--- src/rtl/alu_seq_ctrl.sv ---
// Control sequencer for the pipelined CPU datapath: decodes fetched instructions into
// single-cycle registered enables/selects, runs multi-cycle multiply and jump interlock/flush.
module alu_seq_ctrl #(
    parameter  int DATA_W  = 4,
    parameter  int GPR_N   = 4,
    parameter  int MUL_CYC = DATA_W,
    localparam int GPR_AW  = $clog2(GPR_N)
) (
    input  logic              clock,
    input  logic              reset,
    input  logic              instr_valid,
    input  logic [DATA_W+3:0] instr,
    output logic              instr_ready,
    input  logic              carry_in,
    output logic              load_A,
    output logic              load_B,
    output logic              load_OUT,
    output logic              load_GPR,
    output logic [GPR_AW-1:0] gpr_sel,
    output logic [1:0]        mux_sel,
    output logic [2:0]        alu_op,
    output logic [DATA_W-1:0] imm_out,
    output logic              mul_step,
    output logic              jump,
    output logic [DATA_W-1:0] jump_addr,
    output logic              busy
);
    localparam int CNT_W = $clog2(MUL_CYC + 1);

    localparam logic [3:0] OP_MOVAI = 4'h0, OP_MOVAB = 4'h1, OP_ADD  = 4'h2, OP_SUB  = 4'h3;
    localparam logic [3:0] OP_MOVBI = 4'h4, OP_MOVBA = 4'h5, OP_AND  = 4'h6, OP_OR   = 4'h7;
    localparam logic [3:0] OP_OUTA  = 4'h8, OP_OUTI  = 4'h9, OP_ST   = 4'hA, OP_LD   = 4'hB;
    localparam logic [3:0] OP_MUL   = 4'hC, OP_JNC   = 4'hD, OP_JMP  = 4'hE;

    typedef enum logic [1:0] {
        ST_RUN   = 2'd0,
        ST_MUL   = 2'd1,
        ST_JWAIT = 2'd2,
        ST_FLUSH = 2'd3
    } state_t;

    state_t              r_state, w_state;
    logic                r_flag, w_flag;
    logic [CNT_W-1:0]    r_cnt, w_cnt;
    logic [DATA_W-1:0]   r_tgt, w_tgt;
    logic                r_load_a, r_load_b, r_load_out, r_load_gpr, r_mul_step, r_jump;
    logic                w_load_a, w_load_b, w_load_out, w_load_gpr, w_mul_step, w_jump;
    logic [GPR_AW-1:0]   r_gpr, w_gpr;
    logic [1:0]          r_mux, w_mux;
    logic [2:0]          r_alu, w_alu;
    logic [DATA_W-1:0]   r_imm, w_imm, r_jaddr, w_jaddr;
    logic                w_ready, w_accept;
    logic [3:0]          w_op;
    logic [DATA_W-1:0]   w_imm_in;

    assign w_op     = instr[DATA_W+3:DATA_W];
    assign w_imm_in = instr[DATA_W-1:0];
    assign w_ready  = (r_state == ST_RUN) || (r_state == ST_FLUSH);
    assign w_accept = instr_valid && w_ready;

    // Next-state and next-output decode; every registered output defaults to idle.
    always_comb begin
        w_state    = r_state;
        w_flag     = 1'b0;
        w_cnt      = r_cnt;
        w_tgt      = r_tgt;
        w_load_a   = 1'b0;
        w_load_b   = 1'b0;
        w_load_out = 1'b0;
        w_load_gpr = 1'b0;
        w_mul_step = 1'b0;
        w_jump     = 1'b0;
        w_gpr      = {GPR_AW{1'b0}};
        w_mux      = 2'b00;
        w_alu      = 3'b000;
        w_imm      = {DATA_W{1'b0}};
        w_jaddr    = r_jaddr;
        case (r_state)
            ST_RUN: begin
                if (w_accept) begin
                    case (w_op)
                        OP_MOVAI: begin w_load_a = 1'b1; w_imm = w_imm_in; end
                        OP_MOVAB: begin w_load_a = 1'b1; w_mux = 2'b01; end
                        OP_ADD:   begin w_load_a = 1'b1; w_mux = 2'b10; w_alu = 3'b001; w_flag = 1'b1; end
                        OP_SUB:   begin w_load_a = 1'b1; w_mux = 2'b10; w_alu = 3'b010; w_flag = 1'b1; end
                        OP_MOVBI: begin w_load_b = 1'b1; w_imm = w_imm_in; end
                        OP_MOVBA: begin w_load_b = 1'b1; w_mux = 2'b10; end
                        OP_AND:   begin w_load_a = 1'b1; w_mux = 2'b10; w_alu = 3'b011; end
                        OP_OR:    begin w_load_a = 1'b1; w_mux = 2'b10; w_alu = 3'b100; end
                        OP_OUTA:  begin w_load_out = 1'b1; w_mux = 2'b10; end
                        OP_OUTI:  begin w_load_out = 1'b1; w_imm = w_imm_in; end
                        OP_ST:    begin w_load_gpr = 1'b1; w_mux = 2'b10; w_gpr = w_imm_in[GPR_AW-1:0]; end
                        OP_LD:    begin w_load_a = 1'b1; w_mux = 2'b11; w_gpr = w_imm_in[GPR_AW-1:0]; end
                        OP_MUL: begin
                            w_state    = ST_MUL;
                            w_cnt      = CNT_W'(1);
                            w_mul_step = 1'b1;
                            w_mux      = 2'b10;
                            w_alu      = 3'b101;
                        end
                        OP_JNC: begin
                            // A pending ADD/SUB carry is not yet valid: wait one cycle for it.
                            if (r_flag) begin
                                w_state = ST_JWAIT;
                                w_tgt   = w_imm_in;
                            end else if (!carry_in) begin
                                w_state = ST_FLUSH;
                                w_jump  = 1'b1;
                                w_jaddr = w_imm_in;
                            end else begin
                                w_state = ST_RUN;
                            end
                        end
                        OP_JMP: begin
                            w_state = ST_FLUSH;
                            w_jump  = 1'b1;
                            w_jaddr = w_imm_in;
                        end
                        default: w_state = ST_RUN;
                    endcase
                end else begin
                    w_state = ST_RUN;
                end
            end
            ST_MUL: begin
                // r_cnt counts steps already issued; the last step also loads A.
                if (r_cnt == CNT_W'(MUL_CYC)) begin
                    w_state = ST_RUN;
                    w_cnt   = {CNT_W{1'b0}};
                end else begin
                    w_mul_step = 1'b1;
                    w_mux      = 2'b10;
                    w_alu      = 3'b101;
                    w_load_a   = (r_cnt == CNT_W'(MUL_CYC - 1));
                    w_cnt      = r_cnt + CNT_W'(1);
                end
            end
            ST_JWAIT: begin
                if (!carry_in) begin
                    w_state = ST_FLUSH;
                    w_jump  = 1'b1;
                    w_jaddr = r_tgt;
                end else begin
                    w_state = ST_RUN;
                end
            end
            ST_FLUSH: begin
                if (w_accept) begin
                    w_state = ST_RUN;
                end else begin
                    w_state = ST_FLUSH;
                end
            end
            default: w_state = ST_RUN;
        endcase
    end

    // State, sequencing bookkeeping and registered outputs.
    always_ff @(posedge clock or negedge reset) begin
        if (!reset) begin
            r_state    <= ST_RUN;
            r_flag     <= 1'b0;
            r_cnt      <= {CNT_W{1'b0}};
            r_tgt      <= {DATA_W{1'b0}};
            r_load_a   <= 1'b0;
            r_load_b   <= 1'b0;
            r_load_out <= 1'b0;
            r_load_gpr <= 1'b0;
            r_mul_step <= 1'b0;
            r_jump     <= 1'b0;
            r_gpr      <= {GPR_AW{1'b0}};
            r_mux      <= 2'b00;
            r_alu      <= 3'b000;
            r_imm      <= {DATA_W{1'b0}};
            r_jaddr    <= {DATA_W{1'b0}};
        end else begin
            r_state    <= w_state;
            r_flag     <= w_flag;
            r_cnt      <= w_cnt;
            r_tgt      <= w_tgt;
            r_load_a   <= w_load_a;
            r_load_b   <= w_load_b;
            r_load_out <= w_load_out;
            r_load_gpr <= w_load_gpr;
            r_mul_step <= w_mul_step;
            r_jump     <= w_jump;
            r_gpr      <= w_gpr;
            r_mux      <= w_mux;
            r_alu      <= w_alu;
            r_imm      <= w_imm;
            r_jaddr    <= w_jaddr;
        end
    end

    assign instr_ready = w_ready;
    assign busy        = (r_state != ST_RUN);
    assign load_A      = r_load_a;
    assign load_B      = r_load_b;
    assign load_OUT    = r_load_out;
    assign load_GPR    = r_load_gpr;
    assign gpr_sel     = r_gpr;
    assign mux_sel     = r_mux;
    assign alu_op      = r_alu;
    assign imm_out     = r_imm;
    assign mul_step    = r_mul_step;
    assign jump        = r_jump;
    assign jump_addr   = r_jaddr;
endmodule

--- config.mk ---
export PLATFORM = sky130hd
export DESIGN_NAME = alu_seq_ctrl
export DESIGN_NICKNAME = d
export VERILOG_FILES = /design/src/rtl/alu_seq_ctrl.sv
export SDC_FILE = /design/constraint.sdc
export NUM_CORES = 1
export LEC_CHECK = 0
export ABC_AREA = 1
export CELL_PAD_IN_SITES_DETAIL_PLACEMENT = 0
export CELL_PAD_IN_SITES_GLOBAL_PLACEMENT = 1
export CORE_MARGIN = 3
export CORE_UTILIZATION = 39
export DETAILED_ROUTE_END_ITERATION = 8
export GPL_TIMING_DRIVEN = 0
export PLACE_DENSITY_LB_ADDON = 0.1
export SLEW_MARGIN = 20
export SYNTH_ARGS = -nofsm -noshare
export SYNTH_HDL_FRONTEND = slang
export SYNTH_SLANG_ARGS = --single-unit
--- constraint.sdc ---
create_clock -name clock -period 4.18 [get_ports clock]
set_input_delay 0.836 -clock clock [delete_from_list [all_inputs] [get_ports clock]]
set_output_delay 0.836 -clock clock [all_outputs]
set_load 0.02 [all_outputs]
==> impl_metrics.tcl, run 1 <==
set metrics [dict create \
    outcome "complete, no violations" \
    drive_above_1_share_pct 12.9 \
    synth_top_family_by_area "simple AND/OR/NAND/NOR gates" \
    die_width_um 69.0 \
    die_h_um 69.0 \
    postCtsResizedCells 0 \
    diodes 0 \
    finalCritPeriodShare_pct 62.4 \
    crit_slowest_cell "clkdlybuf4s50_1" \
    avgSynthCellArea_sq_um 8.40 \
    critPathTopFamily "buffers and inverters" \
    combPwrFrac_pct 46.0 \
    critPathMaxFanout 5 \
    avgRoutedWirePerCell_um 12.4 \
    dpl_cell_area_sq_um 1930 \
    totalWireLength_um 3400 \
    drtPass1Iterations 4 \
    vdd_drop_max_uv 245 \
    grt-ovfl-total 0 \
    arrival_ps 1770 \
    final_hold_viol_count 0 \
    start_kind "register" \
    p_leak_nw 0.997 \
    slew_viol_final 0 \
    design.die.area_sq_um 4760 \
    fin_tns_setup_ps 0 \
    synth-seq-cells 31 \
    critPathKind "register to output port" \
    period_minus_slack_ps 2610 \
    clock.fmax_ghz 0.383 \
    io_buffer_count 33 \
    cap_violations 0 \
    start_util_pct 41.3 \
    syn-cell-area_sq_um 1550 \
    track_usage_pct 17.2 \
    grt_pass1_wl_um 5910 \
    cts_tree "built" \
    regToRegEndpoint "alu_op[2]$_DFF_PN0_" \
    cts-root-buf "clkbuf_8" \
    crit_required_ps 3340 \
    slowest_delay_ps 610 \
    pin_count 35 \
    grt_max_degree 32 \
    p_switching_mw 0.469 \
    p_int_mw 0.692 \
    r2r-start "r_state[0]$_DFFE_PN0P_" \
    fin_cells 273 \
    drtIter0Drc 54 \
    yosys.area_share.simple_pct 27.3 \
    synth.distinct_cells 26 \
    hp-start "jump_addr[3]$_DFFE_PN0P_" \
    max_slew_margin_pct 53.6 \
    whs_endpoint "jump_addr[3]$_DFFE_PN0P_" \
    cts_setup_buffers 0 \
    syn-num-nets 203 \
    cp_num_buf_inv 3 \
    register_area_sq_um 776 \
    worstHoldPathType "register to register" \
    reg2regPathDepth 7 \
    regToRegSetupSlack_ps 2540 \
    grt_pass1_vias 1322 \
    seq_area_frac_synth_pct 50.2 \
    fin_nets 243 \
    ant_nets 0 \
    tightest_slew_ps 696 \
    clkSinkCount 31 \
    dp_hpwl_um 2600 \
    place_inst 265 \
    antenna_found_initial 0 \
    synthMuxAreaShare_pct 0 \
    drc 0 \
    swShare_pct 40.4 \
    hold_buffers 0 \
    rows 22 \
    rsz0062_at_grt "no" \
    htreeDepth 2 \
    fillers 388 \
    power.density_nw_per_um2 577 \
    synth-compound-area-share_pct 8.58 \
    clkPwrFrac_pct 19.3 \
    seq_power_share_pct 34.7 \
    core_area_sq_um 3740 \
    vias 1324 \
    clock_latency_ps 280 \
    path_cells "inv_1 > ha_1 > inv_2 > clkdlybuf4s50_1" \
    cts_made_buffers 5 \
    place.gp.congestion 0.780 \
    holdPathStages 2 \
    synth-xor-area-share_pct 0 \
    synth-adder-area-share_pct 5.66 \
    area_growth_pct 30.2 \
    clk_pin_slew_ps 60 \
    finalClockSkew_ps 5.46 \
    clock_path_buffers 2 \
    post_drt_via_cell_ratio 4.85 \
    setup_violations 0 \
    yosys_warnings 0 \
    final_area_sq_um 2010 \
    multiInputGateArea_sq_um 643 \
    syn_inst 184 \
    endpoint_kind "output port" \
]
worst max path at each step:
stage | from | end | slack (ps) | depth (start not counted)
after floorplan | r_state[0]$_DFFE_PN0P_ | instr_ready | 2460 | 3
after global placement | reset | r_cnt[0]$_DFFE_PN0P_ | 1750 | 1
after detailed placement | r_state[0]$_DFFE_PN0P_ | busy | 1860 | 4
after CTS | r_state[0]$_DFFE_PN0P_ | busy | 1550 | 4
after global routing | r_state[0]$_DFFE_PN0P_ | busy | 1470 | 4
final | r_state[0]$_DFFE_PN0P_ | busy | 1570 | 4
layer usage:
metal  part of all wire, %  GRT usage, %  vias up
met1                    44          20.3      629
li1                      -             -      669
met5                     0             0        -
met3                   4.2          5.35        4
met2                    50          28.8       22
met4                   1.1          7.06        0
worst reg2reg max path: cells and delay by family (launching register included):
| kind | cells | cell delay [ps] |
|---|---|---|
| AND/OR/NAND/NOR | 1 | 160 |
| adder cells (fa/ha/maj) | 1 | 270 |
| buffers and inverters | 3 | 230 |
| AO/OA/AOI/OAI | 2 | 430 |
| flip-flops | 1 | 410 |
cell type report:
type                            instances  share of cell area (%)
Multi-Input combinational cell        122                    31.9
Sequential cell                        31                    38.5
Buffer                                  3                    1.06
Tap cell                               48                    2.98
Clock inverter                          1                   0.249
Clock buffer                            7                    3.79
Inverter                               28                    5.28
Timing Repair Buffer                   33                    16.2
state kept, by name, indices dropped and copies added (netlist names), 2 cells and up:
| signal | cells |
|---|---|
| imm_out | 4 |
| jump_addr | 4 |
| r_tgt | 4 |
| alu_op | 3 |
| r_cnt | 3 |
| gpr_sel | 2 |
| mux_sel | 2 |
| r_state | 2 |
layout by cell type, fill, tap and decap left out, drive strengths merged:
cell	count
nand4	1
nor2	10
nor4	1
clkinv	2
buf	4
nand2	51
o31ai	1
nand3	14
o21ai	15
or2	1
a22oi	1
nor3	11
nand3b	1
inv	27
a21oi	7
clkbuf	7
o211ai	1
dfrtp	31
clkdlybuf4s50	32
ha	7
through the flow:
stage | util, % | power (mW) | worst slack, ps | hold WS (ps)
floorplan | - | 0.742 | 2460 | 453
global placement | 51.7 | 0.937 | 1750 | 457
detailed placement | 51.6 | 0.948 | 1860 | 458
CTS | 53.8 | 1.18 | 1550 | 474
global route | 53.8 | 1.27 | 1470 | 505
finish | 53.8 | 1.16 | 1570 | 472
cells in the mapped netlist:
cell type | number | area, sq um
nand2_1 | 46 | 173
dfrtp_1 | 31 | 776
inv_1 | 21 | 78.8
nand3_1 | 12 | 60.1
nor3_1 | 11 | 55.1
o21ai_0 | 11 | 55.1
a21oi_1 | 7 | 35.0
ha_1 | 7 | 87.6
inv_2 | 6 | 22.5
nor2_1 | 6 | 22.5
nand2_2 | 4 | 25.0
o21ai_1 | 4 | 20.0
nor2_2 | 3 | 18.8
buf_2 | 2 | 10.0
nand3_2 | 2 | 20.0
a22oi_1 | 1 | 7.51
buf_6 | 1 | 11.3
clkinv_2 | 1 | 5.00
nand2_4 | 1 | 11.3
nand3b_1 | 1 | 7.51
nand4_1 | 1 | 6.26
nor2_4 | 1 | 11.3
nor4_1 | 1 | 6.26
o211ai_1 | 1 | 7.51
o31ai_1 | 1 | 7.51
or2_2 | 1 | 6.26
power by group through the flow:
stage / Clock, mW / Combinational [mW] / Sequential (mW)
after CTS: 0.235 / 0.542 / 0.404
after global placement: 0 / 0.532 / 0.405
after floorplan: 0 / 0.283 / 0.459
final: 0.224 / 0.534 / 0.403
after detailed placement: 0 / 0.539 / 0.408
after global routing: 0.250 / 0.605 / 0.411
cell families after synthesis:
family,Yosys count
compound gates,25
fa+ha+maj,7
buf+inv,31
flops,31
simple gates,90
(Power assumes the default switching activity.)
==> run 2: changes to the inputs <==
--- a/config.mk
+++ b/config.mk
@@ -9,7 +9,7 @@
 export CELL_PAD_IN_SITES_DETAIL_PLACEMENT = 0
 export CELL_PAD_IN_SITES_GLOBAL_PLACEMENT = 1
 export CORE_MARGIN = 3
-export CORE_UTILIZATION = 39
+export CORE_UTILIZATION = 33
 export DETAILED_ROUTE_END_ITERATION = 8
 export GPL_TIMING_DRIVEN = 0
 export PLACE_DENSITY_LB_ADDON = 0.1
==> constraint.sdc (replaced) <==
create_clock -name clock -period 2.4 [get_ports clock]
set_input_delay 0.48 -clock clock [delete_from_list [all_inputs] [get_ports clock]]
set_output_delay 0.48 -clock clock [all_outputs]
set_load 0.02 [all_outputs]
==> run 2 against run 1 <==
Against the previous run: first-iteration DRC count fell by 13%; final area grew 0.56%; clock-buffer cell count shrank 1; sequential share of layout area decreased by 0.21 points; non-clock buffer count unchanged; power is 77% higher; cell count is 1.1% higher; worst hold slack got worse by 230 ps; clock power grew 87%; via count down 0.68%; global-route usage shrank 1.7 points; combinational power grew 75%; critical path type unchanged; largest cell class unchanged.
==> impl_metrics.tcl, run 2 (synthesized netlist as in run 1, its figures left out) <==
set metrics [dict create \
    critPathKind "register to output port" \
    hold_buffers 0 \
    fin_nets 243 \
    arrival_ps 1770 \
    dp_hpwl_um 2820 \
    cp_common_cell "inv_1" \
    worstHoldPathType "input port to async pin" \
    fin_tns_setup_ps 0 \
    power.density_nw_per_um2 1010 \
    diodes 0 \
    die_width_um 74.5 \
    rsz0062_at_grt "no" \
    totalWireLength_um 3670 \
    rows 24 \
    critPathTopFamily "buffers and inverters" \
    register_area_sq_um 776 \
    clk_pin_slew_ps 60 \
    crit_required_ps 1920 \
    start_util_pct 34.8 \
    dpl_cell_area_sq_um 1940 \
    die_h_um 74.5 \
    vdd_drop_max_uv 413 \
    cap_violations 0 \
    drtIter0Drc 47 \
    outcome "complete, no violations" \
    drtPass1Iterations 4 \
    track_usage_pct 15.5 \
    cts_tree "built" \
    layout_commonest_cell "nand2_1" \
    layout_common_cells "46 x nand2_1, 32 x clkdlybuf4s50_1, 31 x dfrtp_1" \
    antenna_found_initial 0 \
    grt_max_degree 32 \
    clock_latency_ps 280 \
    hold_slack_ps 238 \
    grt_pass1_vias 1364 \
    cp_num_buf_inv 3 \
    clkSinkCount 31 \
    crit_slowest_cell "clkdlybuf4s50_1" \
    r2r-start "r_state[0]$_DFFE_PN0P_" \
    clock_path_buffers 2 \
    max_slew_margin_pct 54.3 \
    clock.fmax_ghz 0.444 \
    start_kind "register" \
    final_hold_viol_count 0 \
    slew_viol_final 0 \
    regToRegSetupSlack_ps 770 \
    p_leak_nw 1.00 \
    slowest_delay_ps 620 \
    tightest_slew_ps 686 \
    finalCritPeriodShare_pct 93.8 \
    endpoint_kind "output port" \
    critPathMaxFanout 4 \
    core_area_sq_um 4440 \
    regToRegEndpoint "r_state[0]$_DFFE_PN0P_" \
    finalClockSkew_ps 2.98 \
    area_growth_pct 30.9 \
    fillers 461 \
    drc 0 \
    design.die.area_sq_um 5540 \
    ant_nets 0 \
    fin_cells 276 \
    multiInputGateArea_sq_um 643 \
    setup_violations 0 \
    reg2regPathDepth 8 \
    io_buffer_count 33 \
    period_minus_slack_ps 2250 \
    cts_setup_buffers 0 \
    grt_pass1_wl_um 6380 \
    place.gp.congestion 0.794 \
    cts_made_buffers 5 \
    avgRoutedWirePerCell_um 13.3 \
    htreeDepth 2 \
    drive_above_1_share_pct 13.4 \
    final_area_sq_um 2020 \
    fin_util_pct 45.6 \
    path_cells "inv_1 > ha_1 > inv_1 > clkdlybuf4s50_1" \
    grt-ovfl-total 0 \
    worst-path-stages 4 \
    place_inst 269 \
    vias 1315 \
    postCtsResizedCells 0 \
    post_drt_via_cell_ratio 4.76 \
    cts-root-buf "clkbuf_8" \
    pin_count 35 \
]
==> run 2: routing by layer <==
metal | share of wire, % | vias up | track usage, %
met3 | 4.9 | 5 | 4.32
met2 | 47 | 27 | 24.8
met4 | 1.3 | 0 | 6.52
met1 | 46 | 619 | 19.7
met5 | 0 | - | 0
li1 | - | 664 | -
==> run 2: layout make-up <==
class	instances	share of cell area (%)
tap	52	3.21
clock inverter	1	0.247
clock buffer	6	4.08
inverter	28	5.25
timing repair buffer	33	16.1
buffer	3	1.05
sequential	31	38.3
multi-input combinational	122	31.8
==> run 2: report_power, final <==
group          internal (mW)  total (mW)  leakage (nW)  switching [mW]
combinational          0.362       0.932         0.538           0.570
clock                  0.225       0.418        0.0470           0.193
sequential             0.640       0.702         0.417          0.0614
total                   1.23        2.05          1.00           0.824
==> run 2: worst max path at each step <==
stage	start	endpoint	slack [ps]
6_report	r_state[0]$_DFFE_PN0P_	instr_ready	150
5_1_grt	r_state[1]$_DFFE_PN0P_	busy	60
3_3_place_gp	reset	r_state[0]$_DFFE_PN0P_	310
4_1_cts	r_state[0]$_DFFE_PN0P_	instr_ready	130
3_5_place_dp	r_state[0]$_DFFE_PN0P_	instr_ready	440
2_1_floorplan	r_state[0]$_DFFE_PN0P_	r_state[0]$_DFFE_PN0P_	860
==> run 2: through the flow <==
stage          setup WS, ps  power, mW
2_1_floorplan           859       1.29
3_3_place_gp            306       1.64
3_5_place_dp            444       1.66
4_1_cts                 130       2.08
5_1_grt                56.4       2.23
6_report                149       2.05
==> patch: new RTL, flow settings as in run 2 <==
Re-encode `state_t` (4 states) as one-hot, 4 bits wide.
--- a/src/rtl/alu_seq_ctrl.sv
+++ b/src/rtl/alu_seq_ctrl.sv
@@ -32,11 +32,11 @@
     localparam logic [3:0] OP_OUTA  = 4'h8, OP_OUTI  = 4'h9, OP_ST   = 4'hA, OP_LD   = 4'hB;
     localparam logic [3:0] OP_MUL   = 4'hC, OP_JNC   = 4'hD, OP_JMP  = 4'hE;
 
-    typedef enum logic [1:0] {
-        ST_RUN   = 2'd0,
-        ST_MUL   = 2'd1,
-        ST_JWAIT = 2'd2,
-        ST_FLUSH = 2'd3
+    typedef enum logic [3:0] {
+        ST_RUN   = 4'b0001,
+        ST_MUL   = 4'b0010,
+        ST_JWAIT = 4'b0100,
+        ST_FLUSH = 4'b1000
     } state_t;
 
     state_t              r_state, w_state;
Function: no difference found for any inputs over 10 cycles, from zero or initial values and one cycle with reset low; not proved beyond that.
==> patch against run 2 <==
Cell count shrank 2.5%; hold slack got worse by 0.12 ns; sequential cell count grew 2; critical path type unchanged; die area up 0.38%; synthesized area rose by 0.40%; setup slack worse by 0.030 ns; routed wire length shrank 8.2%; final area up 2.5%; sequential share of layout area up 1.5 points; utilization increased by 1.1 points; first-iteration DRC count up 51%.
Power is not compared: it rests on default switching activity, and its combinational part moved more than twofold at a synthesized area within 25%.
==> patch: results (changes against run 2) <==
metric	value	unit	change
Arr. time, crit path	1.80	ns	+0.03 ns
PortBufs	33		unchanged
max incr delay on CP	0.60	ns	-0.02 ns
Clk power	0.000502	W	
Net Count, Synth	191		-5.9%
GR Util met2	20.10	%	-4.7 points
Max IR drop VDD	311.3	uV	
clk_lat worst skew	0.29	ns	
r2r endpoint	imm_out[2]$_DFF_PN0_		
vias in the first global route	1240		-9.1%
antenna violations before repair	0		unchanged
DP HPWL	2621	um	-7.0%
nets@finish	232		-4.5%
Rel. slew slack	71.70	%	+17 points
Layout clock area frac	5.006	%	+0.68 points
clk_skew	0.008246	ns	+0.005267 ns
synth cell count leaders	nand2_1, dfrtp_1, inv_1		
GR Layer Usage met1	18.85	%	-0.83 points
#MultiIn Comb	116		-4.9%
final worst setup slack	0.1193	ns	-0.02985 ns
DR DRC count	0		unchanged
drt first-iter violations	71		+51%
Setup Fix Bufs, Post-CTS	0		unchanged
grt met3 use	5.676	%	+1.4 points
Fill cells	462		+0.22%
share of post-route cells with drive strength above 1	12.44	%	-0.95 points
sequential area share after synthesis	53.26	%	+3.1 points
DP Worst Slack	0.4116	ns	-0.03215 ns
CP delay by family, top	buffers and inverters		
Switching Fraction	30.79	%	
RD Place Congestion	0.7238		-8.8%
largest cells by area after synthesis	dfrtp_1, nand2_1, nand3_1, inv_1, nor2_1		
Signal inverters	25		-11%
Tot GR Track Use	13.98	%	-1.5 points
vias per cell	4.684		-1.7%
DRT Pass-1 Iters	4		unchanged
routed len/inst	12.51	um	-5.8%
largest net degree at the start of global routing	18		-44%
multi-input logic area	613.1	um^2	-4.7%
Hold Crit Class	input pin to async pin		
status	completed		
wire length of the first global-routing pass	5733	um	-10%
worst-path fanout max	6		+2
distinct cell type count after synthesis	24		-7.7%
Worst Setup SP	r_state[0]$_DFFE_PN1P_		
total CTS buffers	5		unchanged
FF-to-FF path depth	7		-1
CTS resizes	0		unchanged
seq_cells	33		+6.5%
register area	827.0	um^2	+6.6%
number of H-tree levels	2		unchanged
Non-clock buffer share	17.91	%	+0.79 points
antenna cells	0		unchanged
R2R setup slack	0.92	ns	+0.15 ns
-- patch: changes by cell type in the layout (fill, tap and decap cells not counted), moves of 4 or more --
cell	before	now
o21ai_1	4	0
nor2_1	6	16
ha_1	7	3
nand3_1	12	16
nand2_2	4	0
nand2_1	46	37
-- patch: stage by stage --
step	instance area (um^2)	std cells	util [%]	power (W)	hold WS (ns)
after floorplan	1553	176	-	0.0009518	0.1844
after global placement	1948	261	43.83	0.001130	0.4665
after detailed placement	1971	262	44.34	0.001143	0.4459
after CTS	2074	269	46.68	0.001652	0.1325
after global routing	2074	269	46.68	0.001728	0.1394
final	2074	269	46.68	0.001630	0.1223
-- patch: kinds of logic after synthesis --
group	synth area share, %
compound gates	7.736
buf+inv	7.252
flops	53.26
simple gates	29.33
fa+ha+maj	2.418
-- patch: per-layer routing --
metal	part of all wire, %	vias to the layer above	wire (um)
met5	0	-	0
met4	1.4	0	47
met3	5.3	5	177
met2	45	31	1507
met1	48	573	1631
li1	-	651	-
